==> config.mk <==
export PLATFORM = sky130hd
export DESIGN_NAME = dht11_agendador
export DESIGN_NICKNAME = d
export VERILOG_FILES = /design/src/rtl/dht11_pkg.sv /design/src/rtl/contador_sat.sv /design/src/rtl/dht11_agendador.sv
export SDC_FILE = /design/constraint.sdc
export NUM_CORES = 1
export LEC_CHECK = 0
export CORE_MARGIN = 2
export CORE_UTILIZATION = 25
export CTS_CLUSTER_DIAMETER = 150
export DETAILED_ROUTE_END_ITERATION = 12
export SETUP_SLACK_MARGIN = 0.3
export SYNTH_ARGS = -nofsm -noshare
export SYNTH_HDL_FRONTEND = slang
export SYNTH_SLANG_ARGS = --single-unit
==> constraint.sdc <==
create_clock -name clock -period 2.4 [get_ports clock]
set_input_delay 0.36 -clock clock [delete_from_list [all_inputs] [get_ports clock]]
set_output_delay 0.36 -clock clock [all_outputs]
set_load 0.005 [all_outputs]
==> src/rtl/dht11_pkg.sv <==
// Shared definitions for the DHT11 measurement scheduler: state encoding,
// data widths and a counter-width helper.
package dht11_pkg;

  localparam int unsigned ESTADO_W   = 4;
  localparam int unsigned DADO_W     = 16;
  localparam int unsigned NFALHAS_W  = 8;
  localparam int unsigned TENTATIVA_W = 4;

  typedef enum logic [ESTADO_W-1:0] {
    INICIAL  = 4'd0,
    OCIOSO   = 4'd1,
    DISPARA  = 4'd2,
    AGUARDA  = 4'd3,
    REGISTRA = 4'd4,
    FALHOU   = 4'd5,
    PAUSA    = 4'd6
  } estado_t;

  // Bits needed to count 0..modulo-1 (at least one bit).
  function automatic int unsigned largura_para(input int unsigned modulo);
    return (modulo > 1) ? $clog2(modulo) : 1;
  endfunction

endpackage

==> src/rtl/contador_sat.sv <==
// Saturating up-counter: counts 0..MODULO-1 while enabled and holds there.
// Ports: clk, rst_n (async, active-low), limpa (sync clear, wins over
// habilita), habilita (count enable), fim_c (combinational: value at
// MODULO-1).
module contador_sat #(
  parameter int unsigned LARGURA = 8,
  parameter int unsigned MODULO  = 256
) (
  input  logic clk,
  input  logic rst_n,
  input  logic limpa,
  input  logic habilita,
  output logic fim_c
);

  logic [LARGURA-1:0] valor;

  assign fim_c = (valor == LARGURA'(MODULO - 1));

  always_ff @(posedge clk or negedge rst_n) begin
    if (!rst_n)                valor <= '0;
    else if (limpa)            valor <= '0;
    else if (habilita && !fim_c) valor <= valor + LARGURA'(1);
  end

endmodule

==> src/rtl/dht11_agendador.sv <==
// DHT11 measurement scheduler: triggers the bus driver periodically or on
// request, supervises each transaction with a timeout and bounded retries,
// and latches the last good humidity/temperature pair.
// Ports: clock, reset_n (async, active-low); habilita (periodic enable),
// medir (one-shot request); dht_pronto/dht_error/dht_umidade/
// dht_temperatura from the driver; dht_start to the driver; umidade,
// temperatura, valido, nova_leitura, falha, n_falhas, db_estado status.
module dht11_agendador
  import dht11_pkg::*;
#(
  parameter int unsigned PERIODO         = 100_000_000,
  parameter int unsigned TIMEOUT         = 1_500_000,
  parameter int unsigned MAX_TENTATIVAS  = 3,
  parameter int unsigned INTERVALO_RETRY = 5_000_000
) (
  input  logic                  clock,
  input  logic                  reset_n,
  input  logic                  habilita,
  input  logic                  medir,
  input  logic                  dht_pronto,
  input  logic                  dht_error,
  input  logic [DADO_W-1:0]     dht_umidade,
  input  logic [DADO_W-1:0]     dht_temperatura,
  output logic                  dht_start,
  output logic [DADO_W-1:0]     umidade,
  output logic [DADO_W-1:0]     temperatura,
  output logic                  valido,
  output logic                  nova_leitura,
  output logic                  falha,
  output logic [NFALHAS_W-1:0]  n_falhas,
  output logic [ESTADO_W-1:0]   db_estado
);

  localparam int unsigned CP_W = largura_para(PERIODO);
  localparam int unsigned TO_W = largura_para(TIMEOUT);
  localparam int unsigned PA_W = largura_para(INTERVALO_RETRY);

  estado_t                estado, prox;
  logic [TENTATIVA_W-1:0] tent, tent_d;
  logic [DADO_W-1:0]      umidade_d, temperatura_d;
  logic [NFALHAS_W-1:0]   n_falhas_d;
  logic                   valido_d, nova_d, falha_d, start_d;
  logic                   cp_limpa_c, cp_fim_c, to_fim_c, pa_fim_c;

  // Period counter runs in every state; only a new measurement restarts it.
  contador_sat #(.LARGURA(CP_W), .MODULO(PERIODO)) u_periodo (
    .clk(clock), .rst_n(reset_n), .limpa(cp_limpa_c), .habilita(1'b1),
    .fim_c(cp_fim_c)
  );

  contador_sat #(.LARGURA(TO_W), .MODULO(TIMEOUT)) u_timeout (
    .clk(clock), .rst_n(reset_n), .limpa(estado == DISPARA),
    .habilita(estado == AGUARDA), .fim_c(to_fim_c)
  );

  contador_sat #(.LARGURA(PA_W), .MODULO(INTERVALO_RETRY)) u_pausa (
    .clk(clock), .rst_n(reset_n), .limpa(estado == FALHOU),
    .habilita(estado == PAUSA), .fim_c(pa_fim_c)
  );

  assign cp_limpa_c = (estado == OCIOSO) && (prox == DISPARA);
  assign db_estado  = estado;

  // Next state and next values of every registered output; the data and
  // status are loaded on entry to REGISTRA so they are visible there.
  always_comb begin
    prox          = estado;
    tent_d        = tent;
    umidade_d     = umidade;
    temperatura_d = temperatura;
    valido_d      = valido;
    nova_d        = 1'b0;
    falha_d       = falha;
    n_falhas_d    = n_falhas;
    case (estado)
      INICIAL: prox = OCIOSO;
      OCIOSO: begin
        if (medir || (habilita && cp_fim_c)) prox = DISPARA;
      end
      DISPARA: begin
        tent_d = tent + TENTATIVA_W'(1);
        prox   = AGUARDA;
      end
      AGUARDA: begin
        if (dht_error) begin
          prox = FALHOU;
        end else if (dht_pronto) begin
          prox          = REGISTRA;
          umidade_d     = dht_umidade;
          temperatura_d = dht_temperatura;
          nova_d        = 1'b1;
          valido_d      = 1'b1;
          falha_d       = 1'b0;
          tent_d        = '0;
        end else if (to_fim_c) begin
          prox = FALHOU;
        end
      end
      REGISTRA: prox = OCIOSO;
      FALHOU: begin
        if (tent < TENTATIVA_W'(MAX_TENTATIVAS)) begin
          prox = PAUSA;
        end else begin
          falha_d    = 1'b1;
          n_falhas_d = (n_falhas == '1) ? n_falhas : n_falhas + NFALHAS_W'(1);
          tent_d     = '0;
          prox       = OCIOSO;
        end
      end
      PAUSA: begin
        if (pa_fim_c) prox = DISPARA;
      end
      default: prox = INICIAL;
    endcase
    start_d = (prox == DISPARA);
  end

  always_ff @(posedge clock or negedge reset_n) begin
    if (!reset_n) begin
      estado       <= INICIAL;
      tent         <= '0;
      umidade      <= '0;
      temperatura  <= '0;
      valido       <= 1'b0;
      nova_leitura <= 1'b0;
      falha        <= 1'b0;
      n_falhas     <= '0;
      dht_start    <= 1'b0;
    end else begin
      estado       <= prox;
      tent         <= tent_d;
      umidade      <= umidade_d;
      temperatura  <= temperatura_d;
      valido       <= valido_d;
      nova_leitura <= nova_d;
      falha        <= falha_d;
      n_falhas     <= n_falhas_d;
      dht_start    <= start_d;
    end
  end

endmodule

==> impl_metrics.env, run 1 <==
export IMPL_drt_pass1_iter_count=4
export IMPL_power_share_combinational=0.165
export IMPL_cts_buffer_depth=2
export IMPL_routed_wire_length_per_instance_um=13.3
export IMPL_netSwitchingFraction=0.278
export IMPL_dr_total_vias=4846
export IMPL_grt_util_all_layers=0.117
export IMPL_first_iter_violations=238
export IMPL_dieArea_um2=25300
export IMPL_worst_endpoint_data_arrival_time_ns=1.66
export IMPL_overflow=0
export IMPL_synthCells=635
export IMPL_design_core_area_um2=23500
export IMPL_relSlewSlack=0.542
export IMPL_area_delta_synth_final_pct=32.3
export IMPL_cellPowerDensity_nw_per_um2=784
export IMPL_post_drt_via_cell_ratio=4.55
export IMPL_critical_path_max_stage_delay_ns=0.53
export IMPL_worst_path_max_fanout=14
export IMPL_run_status="finished with violations"
export IMPL_cts_tree="yes"
export IMPL_period_needed_ns=2.02
export IMPL_final_antenna_net_count=0
export IMPL_whs_ns=-0.0207
export IMPL_critical_path_class="reg -> out"
export IMPL_hold_violations=38
export IMPL_worstHoldPathType="in -> async"
export IMPL_fin_area_um2=7960
export IMPL_synth_seq_cells=123
export IMPL_timing_critical_path_cells="buf_4 > clkdlybuf4s50_1"
export IMPL_antenna_diode_count=0
export IMPL_synth_edff_count=0
export IMPL_cpLargestDelayFamily="buffers and inverters"
export IMPL_pre_cts_ws_ns=0.239
export IMPL_port_buffer_count=85
export IMPL_finalSetupViolCount=0
export IMPL_max_clock_freq_ghz=0.495
export IMPL_cp_end_kind="output pin"
export IMPL_power_report_internal_total_mw=4.51
export IMPL_antenna_found_initial=0
export IMPL_placed_area_um2=7320
export IMPL_avgSynthCellArea_um2=9.48
export IMPL_nNetsFinal=776
export IMPL_dieWidth_um=159
export IMPL_globalplace_congestion=0.769
export IMPL_reg2reg_from="db_estado[3]$_DFF_PN0_"
export IMPL_dp_hpwl_um=9530
export IMPL_grt_max_degree=49
export IMPL_cts_buffers_inserted=17
export IMPL_final_cycle_share=0.841
export IMPL_layoutNonFillerInstCount=1065
export IMPL_die_height_um=159
export IMPL_p_leak_nw=3.49
export IMPL_worst_slack_ns=0.382
export IMPL_worst_max_slew_pin_slew_ns=0.686
export IMPL_worstSetupStartpointType="register"
export IMPL_clk_pin_slew_ns=0.06
export IMPL_synth_cell_area_um2=6020
export IMPL_final_setup_skew_ns=0.00685
export IMPL_route_detailed_drc=0
export IMPL_startpoint="db_estado[0]$_DFF_PN0_"
export IMPL_cts_num_sinks=123
export IMPL_setup_repair_after_global_routing_missed_its_margin="yes"
export IMPL_slew_viol_final=0
export IMPL_timing_critical_path_slowest_stage_cell="sky130_fd_sc_hd__clkdlybuf4s50_1"
export IMPL_placed_cells=1032
export IMPL_htree_num_levels=4
export IMPL_setup_tns_ns=0
export IMPL_clockRootBuffer="sky130_fd_sc_hd__clkbuf_16"
export IMPL_share_seq_of_total_power=0.412
export IMPL_postSynth_topFlopCell="sky130_fd_sc_hd__dfrtp_1"
export IMPL_cp_required_ns=2.04
export IMPL_wirelength_um=14200
export IMPL_boundaryPins=86
export IMPL_seq_area_frac_synth=0.511
export IMPL_worst_skew_pair_late_latency_ns=0.42
export IMPL_power_frac_clock=0.423
export IMPL_netSwitchingPower_mw=1.73
export IMPL_first_global_vias=4945
export IMPL_max_cap_violations=0
export IMPL_std_cell_rows=56
export IMPL_drive_above_1_share=0.0952
export IMPL_final_util=0.338
export IMPL_failed_checks="hold timing"
export IMPL_grt_pass1_wl_um=24300
export IMPL_vdd_ir_drop_max_mv=0.469
export IMPL_synth_async_reset_ratio=1.00
export IMPL_synth_warning_count=0
export IMPL_start_util=0.256
export IMPL_cp_buffers_inverters=2
export IMPL_ys_types=58
export IMPL_syn_num_nets=678
Yosys cell counts (3+ instances only):
cell	count	area, um2
sky130_fd_sc_hd__dfrtp_1	123	3080
sky130_fd_sc_hd__nor4bb_1	3	30.0
sky130_fd_sc_hd__nor3_1	16	80.1
sky130_fd_sc_hd__nand3_1	28	140
sky130_fd_sc_hd__a21o_1	4	30.0
sky130_fd_sc_hd__nor4_1	10	62.6
sky130_fd_sc_hd__xor2_1	28	245
sky130_fd_sc_hd__o21ai_0	21	105
sky130_fd_sc_hd__nand2b_1	3	18.8
sky130_fd_sc_hd__and2_1	4	25.0
sky130_fd_sc_hd__buf_6	4	45.0
sky130_fd_sc_hd__nand2_1	141	529
sky130_fd_sc_hd__and3_1	14	87.6
sky130_fd_sc_hd__nand4_1	19	119
sky130_fd_sc_hd__xnor2_1	24	210
sky130_fd_sc_hd__nand4bb_1	3	33.8
sky130_fd_sc_hd__buf_2	6	30.0
sky130_fd_sc_hd__o211ai_1	3	22.5
sky130_fd_sc_hd__and4_1	11	96.3
sky130_fd_sc_hd__or4_1	4	30.0
sky130_fd_sc_hd__clkbuf_1	11	41.3
sky130_fd_sc_hd__inv_1	6	22.5
sky130_fd_sc_hd__ha_1	5	62.6
sky130_fd_sc_hd__a21oi_1	19	95.1
sky130_fd_sc_hd__or3_1	13	81.3
sky130_fd_sc_hd__nor4b_1	4	35.0
sky130_fd_sc_hd__nor2_1	56	210
sky130_fd_sc_hd__mux2i_1	5	50.1
sky130_fd_sc_hd__o31ai_1	8	60.1
cell type report:
class / instances / area [um2]
Clock inverter: 15 / 175
Tap cell: 319 / 399
Inverter: 7 / 26.3
Timing Repair Buffer: 105 / 1060
Fill cell: 2459 / 15600
Sequential cell: 123 / 3080
Multi-Input combinational cell: 479 / 2800
Clock buffer: 17 / 425
flip-flops by register name, indices dropped and copies added (netlist names), 4 cells and up:
register / cells
u_timeout.valor: 21
u_pausa.valor: 23
umidade: 16
temperatura: 16
n_falhas: 8
tent: 4
db_estado: 4
u_periodo.valor: 27
placed cells by master, fill, tap and decap left out, drive strengths merged, types with 3 or more instances in the layout:
master	n
nand2	141
dfrtp	123
clkdlybuf4s50	84
nor2	57
nand3	28
xor2	28
xnor2	24
o21ai	21
buf	21
nand4	19
a21oi	19
clkbuf	17
nor3	17
and3	15
inv	15
or3	13
and4	12
nor4	10
o31ai	9
mux2i	5
ha	5
and2	5
clkinv	5
nor4b	4
a21o	4
or4	4
nand2b	3
o211ai	3
nor4bb	3
nor3b	3
nand4bb	3
worst reg2reg max path: cells and delay by family, from the launching register on:
kind	cells	cell delay, ns
and+or+nand+nor	4	1.23
DFF	1	0.47
xor gates and xnor gates	1	0.17
per-layer routing:
layer	GRT usage	vias up	wire length (um)
met5	0	-	0
met4	0.0388	0	214
met3	0.0422	13	810
met2	0.184	91	6480
met1	0.150	2337	6660
li1	-	2405	-
cells by family after synthesis:
family                     after synthesis  synth area share
adders and majority gates                5            0.0104
DFF                                    123             0.511
and+or+nand+nor                        346             0.288
other                                    1          0.000623
AOI/OAI and AO/OA                       68            0.0699
muxes                                    7            0.0121
xor gates and xnor gates                52            0.0757
buffers and inverters                   33            0.0320
timing repair:
action | 4_1_cts | 5_1_grt
pin swaps | 0 | 1
resized for setup | 1 | 6
hold buffers | 0 | 0
endpoints found under the setup margin | 1 | 32
setup buffers | 0 | 1
per-stage QoR:
stage | hold slack (ns) | total power, mW
floorplan | 0.0644 | 2.99
detailed placement | 0.461 | 3.64
finish | -0.0207 | 6.24
global route | 0.0308 | 6.58
global placement | 0.450 | 3.62
CTS | 0.000732 | 6.33
final timing paths:
| check | endpoint | slack [ns] | depth (start not counted) |
|---|---|---|---|
| min in group clock | temperatura[7]$_DFFE_PN0P_ | 0.45 | 3 |
| max in group asynchronous | u_pausa.valor[9]$_DFFE_PN0P_ | 1.80 | 2 |
| min | u_timeout.valor[13]$_DFFE_PN0P_ | -0.02 | 1 |
| min reg2reg | temperatura[3]$_DFFE_PN0P_ | 0.47 | 2 |
| max | db_estado[0] | 0.38 | 2 |
| max reg2reg | u_pausa.valor[21]$_DFFE_PN0P_ | 0.43 | 5 |
power by group through the flow:
| stage | clock network [mW] | logic [mW] | registers (mW) |
|---|---|---|---|
| final | 2.64 | 1.03 | 2.57 |
| after global routing | 2.80 | 1.16 | 2.61 |
| after CTS | 2.71 | 1.05 | 2.57 |
| after detailed placement | 0 | 1.04 | 2.60 |
| after global placement | 0 | 1.03 | 2.59 |
| after floorplan | 0 | 0.412 | 2.58 |
Power figures use the tool's default switching activity.
==> run 2, diff against run 1 <==
- clock period: 2.4 -> 2 ns (I/O delays scaled with it)
==> impl_metrics.env, run 2 (synthesized netlist as in run 1, its figures left out) <==
export IMPL_power_frac_clock=0.383
export IMPL_grt_max_degree=38
export IMPL_worst_path_max_fanout=7
export IMPL_design_core_area_um2=23500
export IMPL_min_delay_path_depth=3
export IMPL_cp_required_ns=2.35
export IMPL_port_buffer_count=85
export IMPL_finalSetupViolCount=0
export IMPL_dp_hpwl_um=10100
export IMPL_hold_violations=0
export IMPL_placed_cells=1049
export IMPL_cp_end_kind="register"
export IMPL_cts_num_sinks=123
export IMPL_start_util=0.256
export IMPL_final_util=0.380
export IMPL_top_regs="u_periodo.valor: 27 flops, u_pausa.valor: 23 flops, u_timeout.valor: 21 flops"
export IMPL_leading_cell_types_in_the_layout_fill_and_taps_excluded="sky130_fd_sc_hd__nand2_1, sky130_fd_sc_hd__dfrtp_1, sky130_fd_sc_hd__clkdlybuf4s50_1"
export IMPL_vdd_ir_drop_max_mv=0.590
export IMPL_final_setup_skew_ns=0.0103
export IMPL_drt_pass1_iter_count=4
export IMPL_std_cell_rows=56
export IMPL_max_clock_freq_ghz=0.557
export IMPL_drive_above_1_share=0.249
export IMPL_dieArea_um2=25300
export IMPL_first_global_vias=5214
export IMPL_clk_pin_slew_ns=0.06
export IMPL_clockRootBuffer="sky130_fd_sc_hd__clkbuf_16"
export IMPL_p_leak_nw=3.94
export IMPL_post_drt_via_cell_ratio=4.64
export IMPL_min_to="umidade[8]$_DFFE_PN0P_"
export IMPL_cts_tree="yes"
export IMPL_holdCritStartpoint="dht_umidade[8]"
export IMPL_globalplace_congestion=0.797
export IMPL_share_seq_of_total_power=0.416
export IMPL_cellPowerDensity_nw_per_um2=830
export IMPL_wirelength_um=15900
export IMPL_r2r_setup_slk_ns=0.20
export IMPL_reg2reg_from="db_estado[0]$_DFF_PN0_"
export IMPL_setup_tns_ns=0
export IMPL_worstSetupStartpointType="register"
export IMPL_grt_util_all_layers=0.124
export IMPL_dr_total_vias=5240
export IMPL_area_delta_synth_final_pct=48.5
export IMPL_filler_cell_count=2361
export IMPL_dieWidth_um=159
export IMPL_htree_num_levels=4
export IMPL_antenna_diode_count=0
export IMPL_netSwitchingFraction=0.286
export IMPL_boundaryPins=86
export IMPL_cts_buffers_inserted=17
export IMPL_largest_register_by_flop_count="u_periodo.valor"
export IMPL_pre_cts_ws_ns=0.107
export IMPL_first_iter_violations=214
export IMPL_worst_skew_pair_late_latency_ns=0.43
export IMPL_critical_path_class="reg -> reg"
export IMPL_rr_worst_depth=5
export IMPL_power_share_combinational=0.200
export IMPL_nNetsFinal=840
export IMPL_regArea_um2=3090
export IMPL_period_needed_ns=1.80
export IMPL_timing_critical_path_slowest_stage_cell="sky130_fd_sc_hd__or4_1"
export IMPL_fin_area_um2=8930
export IMPL_worst_endpoint_data_arrival_time_ns=2.15
export IMPL_timing_rr_end="u_pausa.valor[5]$_DFFE_PN0P_"
export IMPL_die_height_um=159
export IMPL_routed_wire_length_per_instance_um=14.0
export IMPL_critical_path_max_stage_delay_ns=0.48
export IMPL_worstHoldPathType="in -> reg"
export IMPL_power_report_internal_total_mw=5.30
export IMPL_antenna_found_initial=0
export IMPL_slew_viol_final=0
export IMPL_worst_slack_ns=0.204
export IMPL_final_cycle_share=0.898
export IMPL_final_antenna_net_count=0
export IMPL_multiInputGateArea_um2=3250
export IMPL_netSwitchingPower_mw=2.12
export IMPL_layoutNonFillerInstCount=1129
export IMPL_timing_critical_path_cells="and4bb_4 > o31ai_4 > buf_6 > or4_1 > a21oi_2"
export IMPL_grt_pass1_wl_um=25900
export IMPL_placed_area_um2=7510
export IMPL_run_status="completed"
export IMPL_max_cap_violations=0
export IMPL_largest_reg_flops=27
export IMPL_final_common_cell="sky130_fd_sc_hd__nand2_1"
export IMPL_overflow=0
export IMPL_cts_buffer_depth=2
export IMPL_setup_repair_after_global_routing_missed_its_margin="yes"
export IMPL_route_detailed_drc=0
-- run 2: per-layer routing --
metal  track usage  vias up  wire [um]  share of wire
li1              -     2540          -              -
met1         0.162     2560       7090           0.45
met2         0.199      116       7610           0.48
met3        0.0354       24        837          0.053
met4        0.0397        0        312          0.020
met5             0        -          0              0
-- run 2: final cells by class --
cell class,instances,area share
flip-flops and latches,123,0.346
well taps,319,0.0447
inverters,7,0.00350
clock buffers,18,0.0480
multi-input cells,479,0.363
repair buffers,169,0.181
clock inverters,14,0.0126
-- run 2: worst max-delay path by stage --
stage | start | endpoint | slack [ns] | cells after the start
6_report | db_estado[0]$_DFF_PN0_ | u_pausa.valor[5]$_DFFE_PN0P_ | 0.20 | 5
5_1_grt | db_estado[3]$_DFF_PN0_ | u_timeout.valor[16]$_DFFE_PN0P_ | 0.1 | 7
4_1_cts | u_pausa.valor[11]$_DFFE_PN0P_ | dht_start$_DFF_PN0_ | 0.21 | 5
3_5_place_dp | db_estado[1]$_DFF_PN0_ | u_pausa.valor[19]$_DFFE_PN0P_ | 0.11 | 5
3_3_place_gp | u_pausa.valor[20]$_DFFE_PN0P_ | dht_start$_DFF_PN0_ | 0.14 | 5
2_1_floorplan | db_estado[0]$_DFF_PN0_ | u_pausa.valor[19]$_DFFE_PN0P_ | 0.24 | 7
-- run 2: critical path, delay by kind of cell, from the launching register on --
| kind | cells | cell delay [ns] |
|---|---|---|
| simple gates | 2 | 0.87 |
| flops | 1 | 0.45 |
| compound gates | 2 | 0.25 |
| buf+inv | 1 | 0.16 |
-- run 2: through the flow --
| step | hold slack (ns) | power (mW) |
|---|---|---|
| after floorplan | 0.00441 | 3.61 |
| after global placement | 0.288 | 4.39 |
| after detailed placement | 0.283 | 4.42 |
| after CTS | 0.387 | 7.40 |
| after global routing | 0.396 | 7.82 |
| final | 0.396 | 7.42 |
-- run 2: power groups by stage --
stage / clock [mW] / sequential, mW / combinational [mW]
after floorplan: 0 / 3.10 / 0.514
after global placement: 0 / 3.11 / 1.28
after detailed placement: 0 / 3.11 / 1.30
after CTS: 2.91 / 3.07 / 1.43
after global routing: 3.03 / 3.14 / 1.65
final: 2.84 / 3.09 / 1.49
-- run 2: timing repair --
action                                 in CTS  in global routing
setup endpoints to repair                 102                114
hold buffers                                1                  0
pin swaps                                  15                 46
gates resized for setup                    37                 78
endpoints found under the hold margin      27                  0
gates cloned                                1                  2
buffers inserted                           24                 20
==> run 3, diff against run 2 <==
- CTS_CLUSTER_SIZE: not set -> 10
- GPL_ROUTABILITY_DRIVEN: not set -> 0
==> results of run 3 <==
The final DEF is identical to that of run 2; final timing and power are the same.
